**src/rtl/pipe_stage_skid.sv**
```systemverilog
// Inter-stage pipeline register with valid/ready handshake and a 2-entry skid
// buffer, flush/freeze control, side-bit squashing, sticky halt and stall counter.
module pipe_stage_skid #(
    parameter int DATA_W = 64,
    parameter int SIDE_W = 2,
    parameter int CNT_W  = 16
) (
    input  logic              CLK,
    input  logic              RST,
    input  logic              in_valid,
    output logic              in_ready,
    input  logic [DATA_W-1:0] in_data,
    input  logic [SIDE_W-1:0] in_side,
    input  logic              in_halt,
    input  logic              flush,
    input  logic              en,
    output logic              out_valid,
    input  logic              out_ready,
    output logic [DATA_W-1:0] out_data,
    output logic [SIDE_W-1:0] out_side,
    output logic              out_halt,
    output logic              halt_latched,
    output logic [1:0]        occupancy,
    output logic [CNT_W-1:0]  stall_cnt
);

    typedef struct packed {
        logic              vld;
        logic [DATA_W-1:0] data;
        logic [SIDE_W-1:0] side;
        logic              halt;
    } entry_t;

    entry_t             head_q, head_d;
    entry_t             skid_q, skid_d;
    entry_t             in_entry;
    logic               in_ready_q, in_ready_d;
    logic               halt_q, halt_d;
    logic [CNT_W-1:0]   cnt_q, cnt_d;
    logic               in_xfer, out_xfer;

    assign out_valid    = head_q.vld & en;
    assign out_data     = head_q.data;
    assign out_side     = head_q.side & {SIDE_W{out_valid}};
    assign out_halt     = head_q.halt & out_valid;
    assign in_ready     = in_ready_q;
    assign halt_latched = halt_q;
    assign stall_cnt    = cnt_q;
    assign occupancy    = {1'b0, head_q.vld} + {1'b0, skid_q.vld};

    assign in_xfer  = in_valid & in_ready_q & en;
    assign out_xfer = out_valid & out_ready;

    always_comb begin
        in_entry.vld  = 1'b1;
        in_entry.data = in_data;
        in_entry.side = in_side;
        in_entry.halt = in_halt;

        head_d = head_q;
        skid_d = skid_q;
        halt_d = halt_q | (out_xfer & head_q.halt);
        cnt_d  = cnt_q;

        if (out_valid && !out_ready && (cnt_q != {CNT_W{1'b1}}))
            cnt_d = cnt_q + CNT_W'(1);

        // in_ready is low whenever the skid is occupied, so an accept and a
        // full skid never coincide; the skid only ever refills the head.
        if (flush) begin
            head_d = '0;
            skid_d = '0;
        end else if (out_xfer) begin
            head_d = skid_q.vld ? skid_q : (in_xfer ? in_entry : '0);
            skid_d = '0;
        end else if (in_xfer) begin
            if (head_q.vld)
                skid_d = in_entry;
            else
                head_d = in_entry;
        end

        in_ready_d = !skid_d.vld && !halt_d;
    end

    always_ff @(posedge CLK) begin
        if (RST) begin
            head_q     <= '0;
            skid_q     <= '0;
            in_ready_q <= 1'b0;
            halt_q     <= 1'b0;
            cnt_q      <= '0;
        end else begin
            head_q     <= head_d;
            skid_q     <= skid_d;
            in_ready_q <= in_ready_d;
            halt_q     <= halt_d;
            cnt_q      <= cnt_d;
        end
    end

endmodule
```
**config.mk**
```make
export PLATFORM = sky130hd
export DESIGN_NAME = pipe_stage_skid
export DESIGN_NICKNAME = d
export VERILOG_FILES = /design/src/rtl/pipe_stage_skid.sv
export SDC_FILE = /design/constraint.sdc
export NUM_CORES = 1
export LEC_CHECK = 0
export CORE_MARGIN = 10
export CORE_UTILIZATION = 40
export DETAILED_ROUTE_END_ITERATION = 6
export DONT_BUFFER_PORTS = 1
export GPL_TIMING_DRIVEN = 0
export PLACE_DENSITY = 0.55
export RECOVER_POWER = 100
export SYNTH_ARGS = -nofsm -noshare
export SYNTH_HDL_FRONTEND = slang
export SYNTH_SLANG_ARGS = --single-unit
```
**constraint.sdc**
```tcl
create_clock -name CLK -period 2.2 [get_ports CLK]
set_clock_uncertainty 0.2 [all_clocks]
set_input_delay 0.33 -clock CLK [delete_from_list [all_inputs] [get_ports CLK]]
set_output_delay 0.33 -clock CLK [all_outputs]
set_load 0.01 [all_outputs]
```
# [After elaboration in Yosys (flattened, before gate mapping)]
# Cells that the tools add are included.
# Widths: inputs -> output; s select.
[classes] n_mux=9 bitwise_logic=8 reduce_logical=11 addsub=2 eq_ne=2
[op_table] op="$mux 68" count=8
[op_table] op="$mux 67" count=1
[op_table] op="$add 16x1->16 const B" count=1
[op_table] op="$ne 16x16->1 const B" count=1
[op_table] op="$and 1x1->1" count=6
[op_table] op="$reduce_and 2->1" count=2
[op_table] op="$logic_and 1x1->1" count=3
[op_table] op="$logic_not 1->1" count=3
[op_table] op="$reduce_or 3->1" count=1
[op_table] op="$add 1x1->2" count=1
[op_table] op="$and 2x2->2" count=1
[op_table] op="$ne 2x1->1 const B" count=1
[op_table] op="$reduce_bool 2->1" count=1
[op_table] op="$reduce_or 2->1" count=1
[op_table] op="$or 1x1->1" count=1
[totals] ff_bits=154 elab_cells=43

# [Depth between registers and ports, before layout]
# Gate-level depths: netlist (run 1).
[logic_depth] word_depth=7 depth_mapped=8 mapped_depth_nobuf=5

# [Worst setup path before layout (run 1)]
# OpenSTA, ideal clock, no wires.
[synth_path] path_type="register to register" from="reg cnt_q[3], in the netlist stall_cnt[3]" to="reg cnt_q[15], in the netlist stall_cnt[15]" path_buffers=1 setup_time_ns=0.071 period_less_slack_ns=2.168 path_slack_ns=0.032 t_required_ns=1.929 stages_incl_launch_ff=6 arrival_ns=1.898 cell_sequence="dfxtp_1 -> nand4_4 -> or4b_1 -> buf_2 -> or4_1 -> a21oi_1"
[synth_between] elab_chain_cells=2 word_cells_on_any_way=3 classes_between="add/sub: 1; eq/ne: 1; reduce/logical: 1"
[synth_lines] item="from (decl)" line_no="39" source="logic [CNT_W-1:0] cnt_q, cnt_d;"
[synth_lines] item="from (signal assigned)" line_no="98" source="cnt_q <= cnt_d;"
[synth_lines] item="parallel branches: the longest is 2 deep, another holds $add 16x1->16"
# Parallel ways; which one is timed is not known.
# A chain may end at the register's enable or synchronous reset.

# [Final worst setup path (run 1)]
[layout_path] from="reg cnt_q[7], in the netlist stall_cnt[7]" to="reg cnt_q[9], in the netlist stall_cnt[9]"
# The elaborated chain is that of the path after synthesis.

==> results of run 1 <==
==> synthesized netlist by cell type (all sizes together), types with 4 or more instances <==
cell type	number	area, sq um
nand2	147	552
o31ai	8	60.1
a22oi	67	503
clkbuf	45	169
and3	4	25.0
or4	8	62.6
a21oi	80	400
dfxtp	154	3080
nand4	5	46.3
or3	5	32.5
nand3	6	30.0
nor2	9	33.8
inv	8	30.0
buf	77	534
o2bb2ai	67	587
==> logic make-up after synthesis <==
family                   synth area share
AO/OA/AOI/OAI                       0.255
adder cells (fa/ha/maj)           0.00582
buffers and inverters               0.114
flip-flops                          0.478
multiplexers                      0.00679
AND/OR/NAND/NOR                     0.141
==> worst min-delay path: cells and delay by family <==
family | cells | cell delay (ps)
AO/OA/AOI/OAI | 1 | 110
AND/OR/NAND/NOR | 2 | 180
==> registers in the layout, indices dropped and copies added, names as in the netlist <==
name,cells
halt_latched,1
head_q,4
out_data,64
stall_cnt,16
in_ready,1
skid_q,68
==> worst paths after layout <==
path                      from      endpoint  slack [ps]  cells after the start
setup / recovery  stall_cnt[7]  stall_cnt[9]          10                      5
hold / removal        in_valid    skid_q[67]          50                      3
setup reg to reg  stall_cnt[7]  stall_cnt[9]          10                      5
hold reg to reg      skid_q[1]     skid_q[1]         250                      2
==> power groups by stage <==
stage / clock, mW / sequential [mW] / combinational, mW
finish: 2.99 / 2.82 / 0.364
global route: 3.19 / 2.82 / 0.395
CTS: 3.05 / 2.82 / 0.359
detailed placement: 0 / 2.89 / 0.228
global placement: 0 / 2.89 / 0.223
floorplan: 0 / 2.88 / 0.166
==> metrics by stage <==
stage / area (sq um) / power, mW
after global routing: 8180 / 6.41
final: 8180 / 6.18
after floorplan: 6450 / 3.05
after detailed placement: 6720 / 3.11
after global placement: 6720 / 3.11
after CTS: 8090 / 6.24
==> routing by layer <==
metal	global-route usage	share of wire	up-vias
li1	-	-	2730
met1	0.210	0.44	2658
met2	0.268	0.48	148
met3	0.0537	0.066	18
met4	0.0466	0.012	0
met5	0	0	-
==> area by class of cell <==
cell class | count | area share
flip-flops and latches | 154 | 0.379
multi-input cells | 442 | 0.329
plain buffers | 120 | 0.0918
repair buffers | 73 | 0.0884
clock buffers | 21 | 0.0563
well taps | 216 | 0.0330
clock inverters | 11 | 0.0176
inverters | 8 | 0.00367
diodes | 1 | 0.000306
==> cells in the final DEF (no fill, tap or decap), types with 4 or more instances in the layout <==
master and n:
a21oi_1 79, a22oi_1 67, and3_1 4, buf_2 10, buf_4 69, clkbuf_1 24, clkbuf_16 17, clkbuf_2 17
clkinv_2 4, dfxtp_1 146, dfxtp_2 4, dfxtp_4 4, dlygate4sd3_1 70, inv_1 7, nand2_1 146, nand3_1 5
nand4_1 4, nor2_1 8, o2bb2ai_1 67, o31ai_1 8, or4_1 5
==> timing repair <==
action | in CTS | in global routing
hold endpoints to repair | 137 | 0
endpoints found under the setup margin | 75 | 103
hold buffers | 70 | 0
pin swaps | 1 | 1
gates resized for setup | 37 | 34
gates cloned | 0 | 0
setup buffers | 0 | 3
==> impl_metrics.env, run 1 <==
export IMPL_synth_edf_count=0
export IMPL_finalSetupTns_ps=0
export IMPL_clock_power_share=0.485
export IMPL_core_rowCount=46
export IMPL_drv_slew=0
export IMPL_vias=5554
export IMPL_crit_family="simple AND/OR/NAND/NOR gates"
export IMPL_grt_pass1_vias=5491
export IMPL_final_util=0.517
export IMPL_max_clock_path_buffers=2
export IMPL_setup_violations=0
export IMPL_drt_initial_drc_count=265
export IMPL_fmax_mhz=457
export IMPL_track_usage=0.167
export IMPL_maxCapViolations=0
export IMPL_critPathMaxFanout=8
export IMPL_syn_area_per_cell_sq_um=8.88
export IMPL_crit_chain="nand2_1 -> or4b_1 -> buf_2 -> or4b_1 -> a21oi_2"
export IMPL_fin_worst_hold_slack_ps=50.4
export IMPL_period_minus_slack_ps=2190
export IMPL_synthCells=726
export IMPL_final_nets=892
export IMPL_p_seq_frac=0.457
export IMPL_peakVddDrop_v=0.000519
export IMPL_nFillCells=1496
export IMPL_arrival_ps=2340
export IMPL_drive_gt1_frac=0.191
export IMPL_synth_distinct_cells=40
export IMPL_period_share=0.994
export IMPL_grt_setup_unrepaired="true"
export IMPL_slowest_stage="or4b_1"
export IMPL_globalRouteOverflowTotal=0
export IMPL_layoutNonFillerInstCount=1046
export IMPL_place_inst=942
export IMPL_io_pins=161
export IMPL_cts_buffers=17
export IMPL_max_slew_margin=0.629
export IMPL_dieArea_sq_um=21600
export IMPL_gp_congestion=0.771
export IMPL_cts_htree_levels=4
export IMPL_place_ws_ps=-636
export IMPL_portBuffers=0
export IMPL_cp_required_ps=2350
export IMPL_hold_viol=0
export IMPL_dpl_hpwl_um=13300
export IMPL_ys_seq_area_frac=0.478
export IMPL_comb_power_share=0.059
export IMPL_vias_per_cell=5.31
export IMPL_synth_ff_type="dfxtp_1"
export IMPL_netlist_area_sq_um=6450
export IMPL_max_stage_delay_ps=490
export IMPL_cts_root_buf="clkbuf_16"
export IMPL_cts_tree="done"
export IMPL_drt_pass1_iter_count=4
export IMPL_synthArstFlopShare=0
export IMPL_core_sq_um=15800
export IMPL_wl_um=18600
export IMPL_yosysWarningCount=0
export IMPL_tightest_slew_ps=557
export IMPL_antenna_found_initial=1
export IMPL_hold_class="input port to register"
export IMPL_drc=0
export IMPL_routedWlPerCell_um=17.8
export IMPL_synth_seq_cells=154
export IMPL_seq_area_sq_um=3100
export IMPL_antenna_left=0
export IMPL_syn_to_final_growth_pct=26.8
export IMPL_synth_nets=802
export IMPL_initial_core_util=0.407
export IMPL_cellPowerDensity_nw_per_um2=755
export IMPL_fin_ws_ps=13.0
export IMPL_p_int_mw=4.82
export IMPL_cts_sinks=154
export IMPL_multi_input_area_sq_um=2690
export IMPL_status="finished clean"
export IMPL_crit_type="register to register"
export IMPL_grt_start_max_net_pins=17
export IMPL_critPathBufInv=1
export IMPL_cp_end_kind="register"
export IMPL_startpoint_type="register"
export IMPL_switchingPower_mw=1.36
export IMPL_die_width_um=147
export IMPL_path_clk_slew_ps=60
export IMPL_power_leakage_nw=2.80
export IMPL_cp_common_cell="or4b_1"
export IMPL_clkLatencyLatePin_ps=420
export IMPL_die_h_um=147
export IMPL_grt_pass1_wl_um=29400
export IMPL_p_sw_frac=0.220
No activity file was read; power rests on OpenSTA's default activity.
==> run 2: changes to the inputs <==
--- a/config.mk
+++ b/config.mk
@@ -10,7 +10,7 @@
 export DETAILED_ROUTE_END_ITERATION = 6
 export DONT_BUFFER_PORTS = 1
 export GPL_TIMING_DRIVEN = 0
-export PLACE_DENSITY = 0.55
+export PLACE_DENSITY = 0.53
 export RECOVER_POWER = 100
 export SYNTH_ARGS = -nofsm -noshare
 export SYNTH_HDL_FRONTEND = slang
==> constraint.sdc (replaced) <==
create_clock -name CLK -period 2.6 [get_ports CLK]
set_clock_uncertainty 0.2 [all_clocks]
set_input_delay 0.39 -clock CLK [delete_from_list [all_inputs] [get_ports CLK]]
set_output_delay 0.39 -clock CLK [all_outputs]
set_load 0.01 [all_outputs]
==> run 2 against run 1 <==
Net effect: routed wire length grew 0.75%; fmax shrank 8.2%; sequential share of layout area grew 1.8 points; largest cell class unchanged; highest routed layer unchanged.
==> impl_metrics.env, run 2 (synthesis results as in run 1) <==
export IMPL_status="finished clean"
export IMPL_largest_register_ffs=68
export IMPL_drv_slew=0
export IMPL_startpoint_type="register"
export IMPL_p_int_mw=3.86
export IMPL_drt_initial_drc_count=260
export IMPL_switchingPower_mw=1.15
export IMPL_maxCapViolations=0
export IMPL_vias=5583
export IMPL_antenna_left=0
export IMPL_final_util=0.490
export IMPL_cp_end_kind="register"
export IMPL_reg2regPathDepth=5
export IMPL_tightest_slew_ps=731
export IMPL_core_sq_um=15800
export IMPL_setup_violations=0
export IMPL_hp_start="in_data[14]"
export IMPL_cts_buffers=17
export IMPL_grt_pass1_wl_um=30100
export IMPL_vias_per_cell=5.36
export IMPL_r2r_end="stall_cnt[15]"
export IMPL_cts_sinks=154
export IMPL_grt_setup_unrepaired="false"
export IMPL_max_slew_margin=0.508
export IMPL_finalSetupTns_ps=0
export IMPL_dpl_hpwl_um=13200
export IMPL_crit_type="register to register"
export IMPL_antennaDiodeCount=0
export IMPL_antenna_found_initial=0
export IMPL_largest_register="skid_q"
export IMPL_globalRouteOverflowTotal=0
export IMPL_fmax_mhz=420
export IMPL_p_sw_frac=0.229
export IMPL_track_usage=0.171
export IMPL_drive_gt1_frac=0.0714
export IMPL_regToRegStartpoint="stall_cnt[2]"
export IMPL_period_minus_slack_ps=2380
export IMPL_r2r_slack_ps=220
export IMPL_cellPowerDensity_nw_per_um2=646
export IMPL_place_ws_ps=-290
export IMPL_critPathMaxFanout=9
export IMPL_hold_depth=2
export IMPL_dieArea_sq_um=21600
export IMPL_core_rowCount=46
export IMPL_path_clk_slew_ps=60
export IMPL_grt_start_max_net_pins=17
export IMPL_power_leakage_nw=2.42
export IMPL_die_h_um=147
export IMPL_cp_required_ps=2740
export IMPL_cts_htree_levels=4
export IMPL_cts_tree="done"
export IMPL_cts_root_buf="clkbuf_16"
export IMPL_initial_core_util=0.407
export IMPL_comb_power_share=0.056
export IMPL_min_to="out_data[14]"
export IMPL_wl_um=18700
export IMPL_mostFrequentLayoutCell="dfxtp_1"
export IMPL_hold_viol=0
export IMPL_io_pins=161
export IMPL_drc=0
export IMPL_cts_setup_buffers=0
export IMPL_die_width_um=147
export IMPL_drt_pass1_iter_count=5
export IMPL_clock_power_share=0.466
export IMPL_gp_congestion=0.769
export IMPL_p_seq_frac=0.477
export IMPL_fin_ws_ps=218
export IMPL_arrival_ps=2520
export IMPL_grt_pass1_vias=5617
export IMPL_max_clock_path_buffers=2
export IMPL_final_nets=889
export IMPL_syn_to_final_growth_pct=20.2
export IMPL_most_common_layout_cells="dfxtp_1 (154), nand2_1 (146), clkbuf_1 (101), a21oi_1 (80), dlygate4sd3_1 (69)"
export IMPL_peakVddDrop_v=0.000451
export IMPL_hold_class="input port to register"
export IMPL_portBuffers=0
export IMPL_clkLatencyLatePin_ps=410
export IMPL_routedWlPerCell_um=18.0
export IMPL_period_share=0.916
==> run 2: timing repair <==
| action | CTS | global route |
|---|---|---|
| endpoints found under the hold margin | 122 | 0 |
| hold buffers | 69 | 0 |
| resized for setup | 2 | 23 |
| endpoints found under the setup margin | 30 | 91 |
==> run 2: critical path, cell delays in order, from the launching register on <==
cell and delay [ps]:
dfxtp_1 530, nand4_4 200, or4b_1 550, buf_2 180, or4_1 500, a21oi_1 160
==> run 2: worst max-delay path by stage <==
stage	start	end	cells past startpoint
6_report	stall_cnt[2]	stall_cnt[15]	5
5_1_grt	head_q[67]	skid_q[57]	7
2_1_floorplan	en	stall_cnt[15]	6
4_1_cts	head_q[67]	skid_q[57]	7
3_3_place_gp	out_ready	out_data[54]	7
3_5_place_dp	out_ready	out_data[17]	7
==> run 2: power by group through the flow <==
stage                     sequential (mW)  clock (mW)  combinational [mW]
after floorplan                      2.44           0               0.140
after detailed placement             2.44           0               0.192
after global placement               2.44           0               0.190
after CTS                            2.39        2.39               0.295
final                                2.39        2.34               0.282
after global routing                 2.39        2.51               0.308
==> run 2: cell type report <==
cell class	count	area (sq um)
buffer	121	477
clock buffer	20	457
clock inverter	12	100
fill	1584	8080
inverter	8	30.0
multi-input combinational	442	2640
sequential	154	3080
tap	216	270
timing repair buffer	69	691
==> run 2: routing by layer <==
layer	vias up	GRT usage	wire length, um
li1	2732	-	-
met3	16	0.0676	1230
met5	-	0	0
met2	153	0.275	8810
met1	2682	0.208	8490
met4	0	0.0436	195
==> run 2: through the flow <==
| step | cells | hold slack (ps) | instance area (sq um) | power [mW] |
|---|---|---|---|---|
| detailed placement | 942 | 240 | 6720 | 2.63 |
| floorplan | 726 | 224 | 6450 | 2.58 |
| CTS | 1042 | 0.789 | 7960 | 5.08 |
| finish | 1042 | 12.4 | 7750 | 5.01 |
| global placement | 942 | 242 | 6720 | 2.63 |
| global route | 1042 | 1.52 | 7750 | 5.21 |
==> run 3: changes to the inputs <==
--- a/config.mk
+++ b/config.mk
@@ -7,9 +7,11 @@
 export LEC_CHECK = 0
 export CORE_MARGIN = 10
 export CORE_UTILIZATION = 40
+export CTS_BUF_LIST = sky130_fd_sc_hd__clkbuf_16
 export DETAILED_ROUTE_END_ITERATION = 6
 export DONT_BUFFER_PORTS = 1
 export GPL_TIMING_DRIVEN = 0
+export MAX_ROUTING_LAYER = met4
 export PLACE_DENSITY = 0.53
 export RECOVER_POWER = 100
 export SYNTH_ARGS = -nofsm -noshare
==> run 3 against run 2 <==
Net effect: cell area did not move; core utilization did not move; highest routed layer unchanged; power fell by 1.4%; largest cell class unchanged; clock power fell by 3%; largest power group unchanged.
==> impl_metrics.env, run 3 (synthesis results as in run 1) <==
export IMPL_syn_to_final_growth_pct=20.2
export IMPL_startpoint_type="register"
export IMPL_vias=5545
export IMPL_peakVddDrop_v=0.000448
export IMPL_largest_register="skid_q"
export IMPL_largest_register_ffs=68
export IMPL_dieArea_sq_um=21600
export IMPL_antenna_found_initial=0
export IMPL_p_total_mw=4.94
export IMPL_status="finished clean"
export IMPL_vias_per_cell=5.31
export IMPL_max_stage_delay_ps=540
export IMPL_slowest_stage="or4b_1"
export IMPL_nFillCells=1586
export IMPL_drt_pass1_iter_count=6
export IMPL_cts_buffers=17
export IMPL_die_width_um=147
export IMPL_hold_class="input port to register"
export IMPL_power_leakage_nw=2.42
export IMPL_core_rowCount=46
export IMPL_portBuffers=0
export IMPL_grt_pass1_vias=5622
export IMPL_fin_ws_ps=217
export IMPL_antenna_left=0
export IMPL_track_usage=0.176
export IMPL_antennaDiodeCount=0
export IMPL_cts_setup_buffers=0
export IMPL_cts_sinks=154
export IMPL_final_nets=891
export IMPL_initial_core_util=0.407
export IMPL_cp_end_kind="register"
export IMPL_grt_start_max_net_pins=17
export IMPL_cellPowerDensity_nw_per_um2=637
export IMPL_period_share=0.917
export IMPL_cts_htree_levels=4
export IMPL_globalRouteOverflowTotal=0
export IMPL_crit_chain="nand4_4 -> or4b_1 -> buf_2 -> or4_1 -> a21oi_1"
export IMPL_drc=0
export IMPL_max_clock_path_buffers=2
export IMPL_setup_violations=0
export IMPL_place_ws_ps=-290
export IMPL_core_sq_um=15800
export IMPL_maxCapViolations=0
export IMPL_io_pins=161
export IMPL_routedWlPerCell_um=18.0
export IMPL_dpl_hpwl_um=13200
export IMPL_clkLatencyLatePin_ps=410
export IMPL_wl_um=18800
export IMPL_crit_type="register to register"
export IMPL_cts_tree="done"
export IMPL_max_slew_margin=0.508
export IMPL_grt_setup_unrepaired="false"
export IMPL_hold_viol=0
export IMPL_gp_congestion=0.778
export IMPL_drt_initial_drc_count=276
export IMPL_drive_gt1_frac=0.0688
export IMPL_period_minus_slack_ps=2380
export IMPL_arrival_ps=2520
export IMPL_critPathMaxFanout=9
export IMPL_drv_slew=0
export IMPL_die_h_um=147
export IMPL_fmax_mhz=420
export IMPL_most_common_layout_cells="dfxtp_1 (154), nand2_1 (146), clkbuf_1 (100), a21oi_1 (80), dlygate4sd3_1 (71)"
export IMPL_tightest_slew_ps=731
export IMPL_path_clk_slew_ps=60
export IMPL_cp_required_ps=2740
export IMPL_cts_root_buf="clkbuf_16"
export IMPL_grt_pass1_wl_um=30200
export IMPL_mostFrequentLayoutCell="dfxtp_1"
==> run 3: changes by cell type in the layout (fill, tap and decap cells not counted), sizes merged <==
cell         before  now
clkinv            8   10
clkbuf          134  131
inv               8    9
dlygate4sd3      69   71
==> run 3: per-layer routing <==
| metal | vias up | part of all wire | global-route usage |
|---|---|---|---|
| li1 | 2735 | - | - |
| met4 | 0 | 0.0097 | 0.0411 |
| met1 | 2650 | 0.46 | 0.212 |
| met2 | 145 | 0.47 | 0.274 |
| met5 | - | 0 | - |
| met3 | 15 | 0.060 | 0.0651 |
==> run 3: final cells by class <==
type / count / area (sq um) / area share
inverters: 8 / 30.0 / 0.00387
well taps: 216 / 270 / 0.0349
clock inverters: 15 / 111 / 0.0144
clock buffers: 17 / 425 / 0.0549
multi-input cells: 442 / 2640 / 0.341
repair buffers: 71 / 711 / 0.0917
flip-flops and latches: 154 / 3080 / 0.398
plain buffers: 121 / 477 / 0.0615
==> run 3: critical path: cells and delay by family (launching register included) <==
kind	cells	cell delay (ps)
flops	1	530
simple gates	3	1240
compound gates	1	160
buf+inv	1	180
==> run 3: repair_timing <==
action | in CTS | in global routing
endpoints found under the setup margin | 30 | 91
hold buffers | 69 | 2
hold endpoints to repair | 119 | 2
gates resized for setup | 2 | 23
==> run 3: worst paths after layout <==
kind	startpoint	endpoint	slack (ps)	cells after the start
worst max-delay path	stall_cnt[2]	stall_cnt[15]	220	5
worst min-delay path	in_data[46]	out_data[46]	5	2
worst max register to register	stall_cnt[2]	stall_cnt[15]	220	5
worst min register to register	skid_q[28]	skid_q[28]	250	2
==> run 3: report_power, final <==
group / switching [mW] / leakage (nW) / total [mW] / internal (mW)
logic: 0.161 / 0.916 / 0.285 / 0.124
registers: 0.0117 / 1.24 / 2.39 / 2.38
clock network: 0.967 / 0.264 / 2.26 / 1.30
==> run 3: per-stage QoR <==
stage                     TNS, ps  instance area (sq um)  instances  utilization  hold WS, ps
after floorplan                 0                   6450        726            -          224
after global placement      -5190                   6720        942        0.424          242
after detailed placement    -8610                   6720        942        0.424          240
after CTS                       0                   7940       1042        0.502        0.103
after global routing            0                   7750       1044        0.490        0.738
final                           0                   7750       1044        0.490         4.78
==> edit, RTL diff (flow settings as in run 1) <==
Reset style: asynchronous (`RST`), changed in one clocked block.
--- a/src/rtl/pipe_stage_skid.sv
+++ b/src/rtl/pipe_stage_skid.sv
@@ -83,7 +83,7 @@
         in_ready_d = !skid_d.vld && !halt_d;
     end
 
-    always_ff @(posedge CLK) begin
+    always_ff @(posedge CLK or posedge RST) begin
         if (RST) begin
             head_q     <= '0;
             skid_q     <= '0;
Formal check against the unedited RTL: differs if RST is asserted again (counterexample within 4 cycles, from zero or initial values and one cycle with RST high); with RST held inactive, the same outputs for 4 cycles.
==> edit against run 1 <==
  * Setup slack improved by 0.12 ns
  * Critical endpoint is now out_data[16]
  * Cell count down 16%
  * Critical path type unchanged
  * Sequential cell count stayed put
  * Routed wire length up 1.8%
  * Hold slack gained 0.044 ns
  * Largest cell class unchanged
  * Power increased by 13%
  * Synthesized area is 6.2% higher
  * Cell area rose by 1.7%
  * Clock power is 7.7% higher
==> edit: results (changes against run 1) <==
regMostFlops: "skid_q"
crit-reg2reg-launch: "in_ready"
route.final.wire_length_um: 18900  # +1.8%
synth.lib_cells_used.distinct: 46  # +15%
hold_path_class: "in -> reg"
grt_start_max_net_pins: 45  # +28
overall_fraction_of_global_route_tracks_in_use_pct: 16.6  # -0.034 points
avgSynthCellArea_um2: 12.4  # +39%
ys_seq_area_share_pct: 56.3  # +8.5 points
instances_no_fill: 881  # -16%
hold_path_depth: 2  # -1
placed_cells: 778  # -17%
n_fill_cell: 1534  # +2.5%
worstPathArrival_ns: 2.21  # -0.13 ns
drt_iter0_drc: 277  # +4.5%
final-hold-violation-count: 0  # unchanged
synth.top_cells.by_area: "dfrtp_1, a22o_1, o2bb2ai_1"
number_of_antenna_violations_at_the_first_check_in_global_routing: 1  # unchanged
p_leak_nw: 3.84  # +37%
cts.reportedPaths.clkPinSlew_ns: 0.06  # about the same
clock_tree.htree_level_count: 4  # unchanged
worstPathMaxFanout: 10  # +2
status: "finished, final reports clean"
synth_enable_flop_cells: 0  # unchanged
synthesis.nets: 630  # -21%
hpwlAfterDp_um: 13200  # -0.45%
cts_buffers: 17  # unchanged
timing.max_slew.rel_slack_pct: 35.9  # -27 points
worst_skew_pair.late_latency_ns: 0.42  # about the same
dpl_worst_slack_ns: -0.356  # +0.280 ns
viasPerCell: 5.69  # +7.1%
drt_pass1_iterations: 4  # unchanged
worst_r2r_path_depth: 6  # +1
clockRootBuffer: "clkbuf_16"
post_route_cells_drive_above_1_share_pct: 12.7  # -6.3 points
place_congestion: 0.760  # -1.4%
maximum_clock_insertion_buffer_count: 2  # unchanged
layout_nets: 724  # -19%
first_global_vias: 5344  # -2.7%
number_of_synthesis_warnings: 0  # unchanged
buffer_ports.inserted: 0  # unchanged
largest_register_ff_count: 68  # unchanged
vdd_ir_drop_max_uv: 543  # +4.5%
first_pass_grt_wire_length_um: 29800  # +1.3%
worst-setup-path-type: "reg -> reg"
synth_async_sr_flop_share_pct: 100  # +100 points
effective_utilization_at_floorplan_pct: 41.0  # +0.24 points
dpl-instance-area_um2: 7210  # +7.3%
min_from: "out_ready"
commonest_cells_in_the_netlist: "dfrtp_1, a22o_1, a22oi_1, o2bb2ai_1, buf_4"
## edit: cell count changes in the layout (fill, tap and decap cells not counted), moves of 5 or more
cell	before	now
a21oi_1	79	5
a22o_1	0	67
buf_2	10	20
buf_4	69	3
clkbuf_1	24	78
clkbuf_2	17	9
dfrtp_1	0	154
dfxtp_1	146	0
nand2_1	146	9
o31ai_1	8	0
xnor2_1	0	5
xor2_1	0	9
## edit: routing by layer
metal | share of wire, % | routed length, um | GRT usage [%]
met3 | 7.2 | 1360 | 5.19
met2 | 49 | 9210 | 26.5
met4 | 1.6 | 297 | 5.05
met5 | 0 | 0 | 0
met1 | 43 | 8050 | 21.3
## edit: metrics by stage
stage,setup TNS [ns],power [mW],util (%)
floorplan,-42.34,3.55,-
global placement,-168.86,3.70,42.7
detailed placement,-9.14,3.73,43.2
CTS,0,7.11,51.3
global route,-0.106,7.24,49.8
finish,0,6.96,49.8
## edit: path summary, 6_finish.rpt
check	slack (ns)	to
min	0.09	skid_q[67]
min in group asynchronous	0.33	out_data[32]
max reg2reg	0.13	out_data[16]
min reg2reg	0.28	out_data[28]
max in group asynchronous	0.28	skid_q[6]
max	0.13	out_data[16]
## edit: kinds of logic after synthesis
family,share of synthesized area [%]
multiplexers,0.219
buffers and inverters,10.2
AO/OA/AOI/OAI,26.5
XOR/XNOR,1.79
AND/OR/NAND/NOR,4.42
flip-flops,56.3
adder cells (fa/ha/maj),0.549
## edit: where the power goes
| part | leakage [nW] | total (mW) | internal [mW] | switching [mW] |
|---|---|---|---|---|
| Clock | 0.304 | 3.22 | 2.05 | 1.17 |
| Sequential | 2.11 | 3.10 | 2.96 | 0.142 |
| Combinational | 1.42 | 0.640 | 0.268 | 0.372 |
| Total | 3.84 | 6.96 | 5.28 | 1.69 |
## edit: layout make-up
type                    count  area [um^2]  share of cell area [%]
diodes                      1         2.50                  0.0301
plain buffers             108          459                    5.52
clock buffers              21          450                    5.42
clock inverters            10          191                    2.30
inverters                   4         16.3                   0.196
multi-input cells         286         2300                    27.7
flip-flops and latches    154         3850                    46.4
well taps                 220          275                    3.31
repair buffers             77          766                    9.21
## edit: timing repair
action                                 CTS  global route
hold buffers                            71             0
pin swaps                                0             1
setup endpoints to repair               31            62
buffers inserted                         0             2
resized for setup                       10            13
endpoints found under the hold margin  180             0
## edit: worst max-delay path, stage by stage (launching register included)
cell and delay (ns):
dfrtp_1 0.43, nand2_1 0.12, o21ai_1 0.25, nand3b_1 0.25
clkbuf_2 0.29, clkbuf_2 0.26, o2bb2ai_1 0.18
